**src/rtl/ams_gen2.sv**
```systemverilog
`default_nettype none
// ============================================================================
// Module   : ams_gen2
// Purpose  : PWM-DAC config registers, XADC conversion triggering and a DRP
//            readout engine with per-channel results and a sample FIFO.
// Revision : 1.0
// ============================================================================
module ams_gen2 #(
    parameter int N_PWM   = 4,
    parameter int PWM_W   = 24,
    parameter int TRIG_W  = 16,
    parameter int FIFO_AW = 6,
    parameter int DRP_TO  = 255
) (
    input  logic                   clk_i,
    input  logic                   rstn_i,
    output logic [N_PWM*PWM_W-1:0] dac_o,
    input  logic [TRIG_W-1:0]      dsp_trig_i,
    output logic                   xadc_convst_o,
    input  logic                   xadc_eoc_i,
    input  logic [4:0]             xadc_channel_i,
    output logic                   xadc_den_o,
    output logic [6:0]             xadc_daddr_o,
    input  logic                   xadc_drdy_i,
    input  logic [15:0]            xadc_do_i,
    input  logic [31:0]            sys_addr,
    input  logic [31:0]            sys_wdata,
    input  logic [3:0]             sys_sel,
    input  logic                   sys_wen,
    input  logic                   sys_ren,
    output logic [31:0]            sys_rdata,
    output logic                   sys_err,
    output logic                   sys_ack
);

    localparam int c_DEPTH = 1 << FIFO_AW;
    localparam int c_CNT_W = FIFO_AW + 1;
    localparam int c_TO_W  = (DRP_TO > 1) ? $clog2(DRP_TO) : 1;
    localparam logic [c_TO_W-1:0] c_TO_LAST = c_TO_W'(DRP_TO - 1);

    localparam logic [19:0] c_A_TRIG  = 20'h00050;
    localparam logic [19:0] c_A_ADIV  = 20'h00054;
    localparam logic [19:0] c_A_CTRL  = 20'h00058;
    localparam logic [19:0] c_A_FCH   = 20'h0005C;
    localparam logic [19:0] c_A_FDATA = 20'h00060;

    typedef enum logic [0:0] {
        S_IDLE = 1'b0,
        S_WAIT = 1'b1
    } state_e;

    logic [PWM_W-1:0]    dac_q [N_PWM];
    logic [TRIG_W:0]     trig_src_q;
    logic [15:0]         auto_div_q;
    logic [15:0]         auto_cnt_q;
    logic [4:0]          fifo_ch_q;
    logic [TRIG_W-1:0]   trig_prev_q;
    logic                convst_q;
    logic                ovr_q, tmo_q, ofl_q;
    logic [11:0]         results_q [32];
    logic [16:0]         fifo_mem_q [c_DEPTH];
    logic [FIFO_AW-1:0]  wptr_q, rptr_q;
    logic [c_CNT_W-1:0]  count_q;
    logic                ack_q;
    logic [31:0]         rdata_q;

    state_e              state_q, state_d;
    logic [4:0]          ch_q, ch_d;
    logic [c_TO_W-1:0]   to_cnt_q, to_cnt_d;
    logic                den_q, den_d;
    logic [6:0]          daddr_q, daddr_d;

    logic [19:0] w_addr;
    logic        w_dac_hit, w_res_hit, w_ctrl_wr, w_clr, w_flush, w_sw_trig;
    logic        w_auto_en, w_auto_tick, w_dsp_fire;
    logic        w_res_we, w_ovr_set, w_tmo_set;
    logic        w_empty, w_full, w_fifo_rd, w_push_req, w_push, w_pop, w_ofl_set;
    logic [31:0] w_rdata;
    logic        w_unused;

    assign w_addr    = sys_addr[19:0];
    assign w_dac_hit = (w_addr[19:5] == '0) && (w_addr[1:0] == 2'b00)
                       && ({29'd0, w_addr[4:2]} < 32'(N_PWM));
    assign w_res_hit = (w_addr[19:7] == 13'h002) && (w_addr[1:0] == 2'b00);
    assign w_ctrl_wr = sys_wen && (w_addr == c_A_CTRL);
    assign w_sw_trig = w_ctrl_wr && sys_wdata[0];
    assign w_clr     = w_ctrl_wr && sys_wdata[1];
    assign w_flush   = w_ctrl_wr && sys_wdata[2];
    assign w_unused  = ^{sys_sel, sys_addr, sys_wdata, xadc_do_i[3:0]};

    // ---------------- configuration registers ----------------
    always_ff @(posedge clk_i) begin
        if (!rstn_i) begin
            for (int i = 0; i < N_PWM; i++) dac_q[i] <= '0;
        end else if (sys_wen && w_dac_hit) begin
            for (int i = 0; i < N_PWM; i++) begin
                if (w_addr[4:2] == 3'(i)) dac_q[i] <= sys_wdata[PWM_W-1:0];
            end
        end
    end

    for (genvar gi = 0; gi < N_PWM; gi++) begin : g_dac
        assign dac_o[gi*PWM_W +: PWM_W] = dac_q[gi];
    end

    always_ff @(posedge clk_i) begin
        if (!rstn_i) begin
            trig_src_q <= {1'b1, {TRIG_W{1'b0}}};
            auto_div_q <= '0;
            fifo_ch_q  <= '0;
        end else if (sys_wen) begin
            if (w_addr == c_A_TRIG) trig_src_q <= sys_wdata[TRIG_W:0];
            if (w_addr == c_A_ADIV) auto_div_q <= sys_wdata[15:0];
            if (w_addr == c_A_FCH)  fifo_ch_q  <= sys_wdata[4:0];
        end
    end

    // ---------------- conversion triggers ----------------
    // The >= compare lets a shrinking AUTO_DIV take effect on the next cycle.
    assign w_auto_en   = trig_src_q[TRIG_W];
    assign w_auto_tick = w_auto_en && (auto_cnt_q >= auto_div_q);
    assign w_dsp_fire  = |(dsp_trig_i & ~trig_prev_q & trig_src_q[TRIG_W-1:0]);

    always_ff @(posedge clk_i) begin
        if (!rstn_i) begin
            trig_prev_q <= '0;
            auto_cnt_q  <= '0;
            convst_q    <= 1'b0;
        end else begin
            trig_prev_q <= dsp_trig_i;
            auto_cnt_q  <= (!w_auto_en || w_auto_tick) ? 16'd0 : auto_cnt_q + 16'd1;
            convst_q    <= w_auto_tick || w_dsp_fire || w_sw_trig;
        end
    end

    // ---------------- DRP readout FSM ----------------
    always_ff @(posedge clk_i) begin
        if (!rstn_i) begin
            state_q  <= S_IDLE;
            ch_q     <= '0;
            to_cnt_q <= '0;
            den_q    <= 1'b0;
            daddr_q  <= '0;
        end else begin
            state_q  <= state_d;
            ch_q     <= ch_d;
            to_cnt_q <= to_cnt_d;
            den_q    <= den_d;
            daddr_q  <= daddr_d;
        end
    end

    always_comb begin
        state_d   = state_q;
        ch_d      = ch_q;
        to_cnt_d  = to_cnt_q;
        den_d     = 1'b0;
        daddr_d   = daddr_q;
        w_res_we  = 1'b0;
        w_ovr_set = 1'b0;
        w_tmo_set = 1'b0;
        case (state_q)
            S_IDLE: begin
                if (xadc_eoc_i) begin
                    den_d    = 1'b1;
                    daddr_d  = {2'b00, xadc_channel_i};
                    ch_d     = xadc_channel_i;
                    to_cnt_d = '0;
                    state_d  = S_WAIT;
                end
            end
            S_WAIT: begin
                w_ovr_set = xadc_eoc_i;
                if (xadc_drdy_i) begin
                    w_res_we = 1'b1;
                    state_d  = S_IDLE;
                end else if (to_cnt_q == c_TO_LAST) begin
                    w_tmo_set = 1'b1;
                    state_d   = S_IDLE;
                end else begin
                    to_cnt_d = to_cnt_q + 1'b1;
                end
            end
            default: state_d = S_IDLE;
        endcase
    end

    always_ff @(posedge clk_i) begin
        if (!rstn_i) begin
            for (int c = 0; c < 32; c++) results_q[c] <= '0;
        end else if (w_res_we) begin
            results_q[ch_q] <= xadc_do_i[15:4];
        end
    end

    // ---------------- sample FIFO ----------------
    // A pop frees a slot in the same cycle, so push+pop on a full FIFO is legal.
    assign w_empty    = (count_q == '0);
    assign w_full     = (count_q == c_CNT_W'(c_DEPTH));
    assign w_fifo_rd  = sys_ren && (w_addr == c_A_FDATA);
    assign w_push_req = w_res_we && (ch_q == fifo_ch_q);
    assign w_pop      = w_fifo_rd && !w_empty && !w_flush;
    assign w_push     = w_push_req && !w_flush && (!w_full || w_pop);
    assign w_ofl_set  = w_push_req && !w_flush && w_full && !w_pop;

    always_ff @(posedge clk_i) begin
        if (!rstn_i) begin
            wptr_q  <= '0;
            rptr_q  <= '0;
            count_q <= '0;
        end else if (w_flush) begin
            wptr_q  <= '0;
            rptr_q  <= '0;
            count_q <= '0;
        end else begin
            if (w_push) wptr_q <= wptr_q + 1'b1;
            if (w_pop)  rptr_q <= rptr_q + 1'b1;
            case ({w_push, w_pop})
                2'b10:   count_q <= count_q + 1'b1;
                2'b01:   count_q <= count_q - 1'b1;
                default: count_q <= count_q;
            endcase
        end
    end

    always_ff @(posedge clk_i) begin
        if (w_push) fifo_mem_q[wptr_q] <= {ch_q, xadc_do_i[15:4]};
    end

    // Sticky flags: a set event in the same cycle as a clear wins.
    always_ff @(posedge clk_i) begin
        if (!rstn_i) begin
            ovr_q <= 1'b0;
            tmo_q <= 1'b0;
            ofl_q <= 1'b0;
        end else begin
            ovr_q <= w_ovr_set || (ovr_q && !w_clr);
            tmo_q <= w_tmo_set || (tmo_q && !w_clr);
            ofl_q <= w_ofl_set || (ofl_q && !w_clr);
        end
    end

    // ---------------- bus read path ----------------
    always_comb begin
        w_rdata = '0;
        if (w_dac_hit) begin
            for (int i = 0; i < N_PWM; i++) begin
                if (w_addr[4:2] == 3'(i)) w_rdata = 32'(dac_q[i]);
            end
        end else if (w_res_hit) begin
            w_rdata = {20'd0, results_q[w_addr[6:2]]};
        end else if (w_addr == c_A_TRIG) begin
            w_rdata = 32'(trig_src_q);
        end else if (w_addr == c_A_ADIV) begin
            w_rdata = {16'd0, auto_div_q};
        end else if (w_addr == c_A_CTRL) begin
            w_rdata = {16'(count_q), 11'd0, w_full, w_empty, ofl_q, tmo_q, ovr_q};
        end else if (w_addr == c_A_FCH) begin
            w_rdata = {27'd0, fifo_ch_q};
        end else if (w_addr == c_A_FDATA) begin
            w_rdata = w_empty ? 32'h8000_0000
                              : {11'd0, fifo_mem_q[rptr_q][16:12], 4'd0, fifo_mem_q[rptr_q][11:0]};
        end
    end

    always_ff @(posedge clk_i) begin
        if (!rstn_i) begin
            ack_q   <= 1'b0;
            rdata_q <= '0;
        end else begin
            ack_q <= sys_wen || sys_ren;
            if (sys_ren) rdata_q <= w_rdata;
        end
    end

    assign xadc_convst_o = convst_q;
    assign xadc_den_o    = den_q;
    assign xadc_daddr_o  = daddr_q;
    assign sys_rdata     = rdata_q;
    assign sys_ack       = ack_q;
    assign sys_err       = 1'b0;

endmodule
`default_nettype wire

```
**config.mk**
```make
export PLATFORM = sky130hd
export DESIGN_NAME = ams_gen2
export DESIGN_NICKNAME = d
export VERILOG_FILES = /design/src/rtl/ams_gen2.sv
export SDC_FILE = /design/constraint.sdc
export NUM_CORES = 2
export LEC_CHECK = 0
export ABC_AREA = 1
export BUFFER_PORTS_ARGS = -buffer_cell sky130_fd_sc_hd__buf_2
export CORE_MARGIN = 2
export CORE_UTILIZATION = 25
export DETAILED_ROUTE_END_ITERATION = 8
export GPL_TIMING_DRIVEN = 0
export HOLD_SLACK_MARGIN = 0.02
export PLACE_DENSITY_LB_ADDON = 0.15
export RECOVER_POWER = 25
export REMOVE_ABC_BUFFERS = 1
export SLEW_MARGIN = 30
export SYNTH_ARGS = -nofsm -noshare
export SYNTH_HDL_FRONTEND = slang
export SYNTH_SLANG_ARGS = --single-unit
```
**constraint.sdc**
```tcl
create_clock -name clk_i -period 8.6 [get_ports clk_i]
set_clock_uncertainty 0.1 [all_clocks]
set_input_delay 0.43 -clock clk_i [delete_from_list [all_inputs] [get_ports clk_i]]
set_output_delay 0.43 -clock clk_i [all_outputs]
set_load 0.01 [all_outputs]
```
* Yosys cells after proc, flatten, opt, wreduce, memory -nomap -nowiden *
Memory sizes are Yosys's and may differ from the RTL's. A register that Yosys moved wholly into a read port is not among the register bits.
Cells that the tools add are included.

word-level totals
  bits in registers = 141
  bits in writable memories = 1568
  bits of input ports = 111
  memories = 3

memories
  memory      depth  width  rd ports  clocked after memory_dff  write ports  RTL line  source
  fifo_mem_q  64     17     1         1                         1            61        logic [16:0] fifo_mem_q [c_DEPTH];
  results_q   32     12     1         0                         32           60        logic [11:0] results_q [32];
  dac_q       4      24     4         0                         4            52        logic [PWM_W-1:0] dac_q [N_PWM];

operators by class
  add/subtract/negate cells = 6
  magnitude comparators = 2
  equality and inequality tests = 17
  multiplexer cells = 58
  bitwise operators = 9
  reduce and logical (&&, ||, !) cells = 49

operators by type and width
  kind                   count
  $mux 32                11
  $mux 24                5
  $eq 20x7->1 const B    5
  $and 16x16->16         2
  $mux 1                 32
  $mux 8                 3
  $logic_and 1x1->1      20
  $add 16x1->16 const B  1
  $ge 16x16->1           1
  $not 16->16            1
  $pmux 8 s2             1
  $reduce_or 16->1       1
  $logic_not 15->1       1
  $pmux 7 s2             1
  $eq 13x2->1 const B    1
  $add 6x1->6 const B    2
  $mux 12                1
  $mux 6                 2
  $reduce_or 12->1       1
  $add 8x1->8 const B    1
  $eq 8x8->1 const B     1
  $logic_or 1x1->1       8
  $reduce_and 2->1       4
  $add 7x1->7 const B    1
  20 further kinds       34

* Logic depth before layout (Yosys ltp) *
  depth after elaboration = 9
  mapped depth = 19

* Least setup slack after synthesis *
OpenSTA, ideal clock, no wires.

  kind = flip-flop to flip-flop
  from = register ch_q[0]
  to = memory fifo_mem_q[23][0], enable pin
  setup time = 413 ps
  data arrival time = 3643 ps
  path slack = 4444 ps
  stages on the path, launching flop included = 11
  path buffers = 0
  period minus slack after synthesis = 4156 ps
  cells stage by stage = dfxtp_1 -> inv_1 -> a21oi_1 -> nand2_1 -> nor3_1 -> nand2_2 -> inv_2 -> nand2_4 -> nor2_4 -> nand3_1 -> nor3_1

between the ends
  cells in the longest elaborated chain, start to end = 6

ends and longest elaborated chain
  what                            RTL line  source
  from (decl)                     68        logic [4:0] ch_q, ch_d;
  from (signal assigned)          146       ch_q <= ch_d;
  $eq 5x5->1                      201       assign w_push_req = w_res_we && (ch_q == fifo_ch_q);
  $logic_and 1x1->1               201
  $logic_and 1x1->1 (2 in a row)  203       assign w_push = w_push_req && !w_flush && (!w_full || w_pop);
  $mux 1                          227       if (w_push) fifo_mem_q[wptr_q] <= {ch_q, xadc_do_i[15:4]};
  $mux 1 (not written as such)    227
  to (decl)                       61

Every way passes these cells.

==> run metrics <==
status finished with violations; failing checks capacitance limit, slew limit; Die Ht roughly 540 um; Row Count slightly below 200; full die area 287000 um^2; RSZ-0062 raised after global routing no; CTS tree built; root buffer cell clkbuf_16; initial DRC count 4150; top cell type's share of synthesized area about 67%; H-tree depth 4; wire length of the first global-routing pass around 350 mm; CTS Buf Count 196; Final Hold Viols 0; CP Capture Type flop; Main synth FF type edfxtp_1; Post-Syn Area ~71000 um^2; core area 282000 um^2; grt ovf 0; met2 Usage GRT between 20% and 30%; worst skew pair latency approximately 0.85 ns; number of remaining DRC errors 0; Finished Cell Area 85400 um^2; top cells by count, synth edfxtp_1, nand2_1, nor2_1; Final WS setup roughly 3.4 ns; FFs w/ async S/R, synth 0%; CP Class reg2reg; post-route minimum period a little over 5 ns; final wirelength around 240 mm; sequence of cells on the critical path buf_12 -> buf_16 -> buf_12 -> buf_16 -> inv_8 -> buf_16 -> buf_16 -> buf_16 -> nand2_1 -> nand3_1 -> nand3_1 -> nand2_1 -> nand2_1 -> nand3_1 -> nand3_1 -> nand2_1 -> nand2_1 -> nand2_1 -> nand2_1 -> nand2_1 -> nand2_1 -> a21oi_1; Crit path max-delay family buffers and inverters; Peak supply drop roughly 0.2 mV; via/cell ratio between 4 and 5; total negative slack 0 ns; r2r setup slk around 3.4 ns; drt wl/cell 23.3 um; most frequent cell after synthesis edfxtp_1; Initial Utilization between 20% and 30%; WHS approximately 0.12 ns; largest net degree at the start of global routing around 100; highest clock rate around 190 MHz; GRT Util Overall about 17%; Crit path top cell by count nand2_1; final setup fails 0; Post-DRT Antenna Nets 0; synth top area cells edfxtp_1, nand2_1, nor2_1; Final Cycle Share about three fifths; Buffers on Ports 211; total power draw between 15 and 20 mW; Worst-path clk slew approximately 0.05 ns; Worst slew margin -136%; number of synthesized flops with an enable pin about 1600; CTS Buffer Depth 3; pre-CTS setup slack around 3.5 ns; met1 GRT Util roughly 23%; TritonCTS Sinks 1708; vias in the first global route around 47000; met3 Usage GRT 3.10%; Worst Path Arrival slightly below 6 ns; Die W 535 um; maximum capacitance violations 21; Tightest Hold Check Type in2reg; unique cell type count in the Yosys netlist 50; Pwr per Cell Area between 200 and 250 nW/um^2; synth warn 0; Slew @ Worst Pin about 3.5 ns; fin. max-slew vios ~800; Post-Syn Area per Cell 11.2 um^2; Final GP Congestion roughly 0.78; initial antenna violation count 13; share of layout cells above drive strength 1 11.2%; I/O pin total 250; Worst path slowest cell dfxtp_4; post-synthesis sequential area ratio around 71%; slowest stage delay, CP roughly 0.45 ns; HPWL after detailed placement ~160 mm; register bit total from synthesis ~1700; NumNets Final 6660; Synth area leader edfxtp_1; Pleak around 30 nW; CP startpoint kind flop; GRT busiest layer met2; Buf+Inv Stages, Crit Path 8; synth-to-layout area growth 20.9%; DRT Pass-1 Iters 6; Crit path required time just over 9 ns; CP Max Fanout 101; Vias roughly 48000; synthesized instance count 6300; Placed Area between 70000 and 80000 um^2
==> worst paths after layout <==
| path | from | end | cells after the start |
|---|---|---|---|
| hold / removal | sys_addr[7] | sys_rdata[17] | 6 |
| hold reg to reg | sys_rdata[4] | sys_rdata[4] | 2 |
| setup reg to reg | flop | sys_rdata[10] | 22 |
| setup / recovery | flop | sys_rdata[10] | 22 |
==> flip-flops by register name (all words and copies together) (netlist names), 5 cells and up, named ones only <==
register	flops
count_q	7
auto_cnt_q	16
results_q	384
sys_rdata	25
fifo_mem_q	1088
rptr_q	6
auto_div_q	16
ch_q	5
trig_prev_q	16
wptr_q	6
to_cnt_q	8
dac_q	96
fifo_ch_q	5
trig_src_q	17
==> where the power goes <==
group          internal (mW)  switching, mW  total, mW
registers               9.17         0.0570       9.23
clock network           4.51           3.50       8.00
logic                  0.159          0.493      0.653
total                   13.8           4.05       17.9
==> cell families (layout without fill, tap and decap cells) <==
group	after synthesis	in the layout	synth area share, %
compound gates	869	869	7.18
xor+xnor	23	23	0.285
fa+ha+maj	27	27	0.489
simple gates	3072	3072	17.9
buf+inv	600	969	3.46
flops	1708	1708	70.7
other cells	1	23	0.00531
==> final cells by class <==
cell class	instances	area, um^2
inverters	190	758
repair buffers	425	4980
fillers	28900	196000
clock buffers	262	5300
diodes	13	32.5
flip-flops and latches	1708	49900
clock inverters	92	786
multi-input cells	4001	18900
well taps	3743	4680
==> per-stage QoR <==
| stage | util [%] | cells |
|---|---|---|
| 5_1_grt | 30.3 | 10400 |
| 3_3_place_gp | 26.5 | 9853 |
| 4_1_cts | 30.4 | 10400 |
| 6_report | 30.3 | 10400 |
| 2_1_floorplan | - | 5899 |
| 3_5_place_dp | 28.0 | 10000 |
==> tightest hold or removal path: cells and delay by family <==
kind | cells | cell delay, ns
and+or+nand+nor | 3 | 0.28
AOI/OAI and AO/OA | 1 | 0.06
buffers and inverters | 2 | 0.24
==> layer usage <==
metal / wire length (um) / vias to the layer above / part of all wire (%)
li1: - / 22700 / -
met1: 111000 / 24300 / 46
met2: 112000 / 1204 / 46
met3: 13200 / 323 / 5.4
met4: 6940 / 0 / 2.8
met5: 0 / - / 0
==> cell usage in the layout, fill, tap and decap left out, types with 6 or more instances in the layout <==
master | Yosys | final
edfxtp_1 | 1568 | 1568
nand2_1 | 1447 | 1442
nor2_1 | 879 | 815
nand3_1 | 619 | 614
o21ai_0 | 353 | 351
buf_2 | 76 | 198
clkbuf_16 | 0 | 197
a22oi_1 | 187 | 187
a21oi_1 | 170 | 170
inv_1 | 172 | 156
dfxtp_1 | 140 | 135
o22ai_1 | 107 | 107
buf_16 | 0 | 92
clkbuf_1 | 265 | 75
nor2_4 | 5 | 72
dlygate4sd3_1 | 0 | 64
clkinv_1 | 5 | 47
nor3_1 | 45 | 36
nand4_1 | 28 | 28
ha_1 | 26 | 26
buf_12 | 0 | 24
clkinv_2 | 0 | 23
inv_2 | 13 | 21
xor2_1 | 18 | 18
buf_4 | 23 | 14
diode_2 | 0 | 13
clkbuf_8 | 0 | 13
nand3_2 | 8 | 12
o211ai_1 | 12 | 12
nor3_2 | 2 | 11
a31oi_1 | 10 | 10
conb_1 | 1 | 10
nor4_1 | 8 | 8
buf_8 | 0 | 8
nor2_2 | 10 | 7
nand2_2 | 4 | 7
o21ai_1 | 5 | 7
bufinv_16 | 0 | 6
==> timing repair <==
item / in CTS / in global routing
endpoints found under the hold margin: 427 / 0
hold buffers: 64 / 0
buffers inserted: 0 / 0
resized for setup: 0 / 0
No activity file was read; power rests on OpenSTA's default activity.
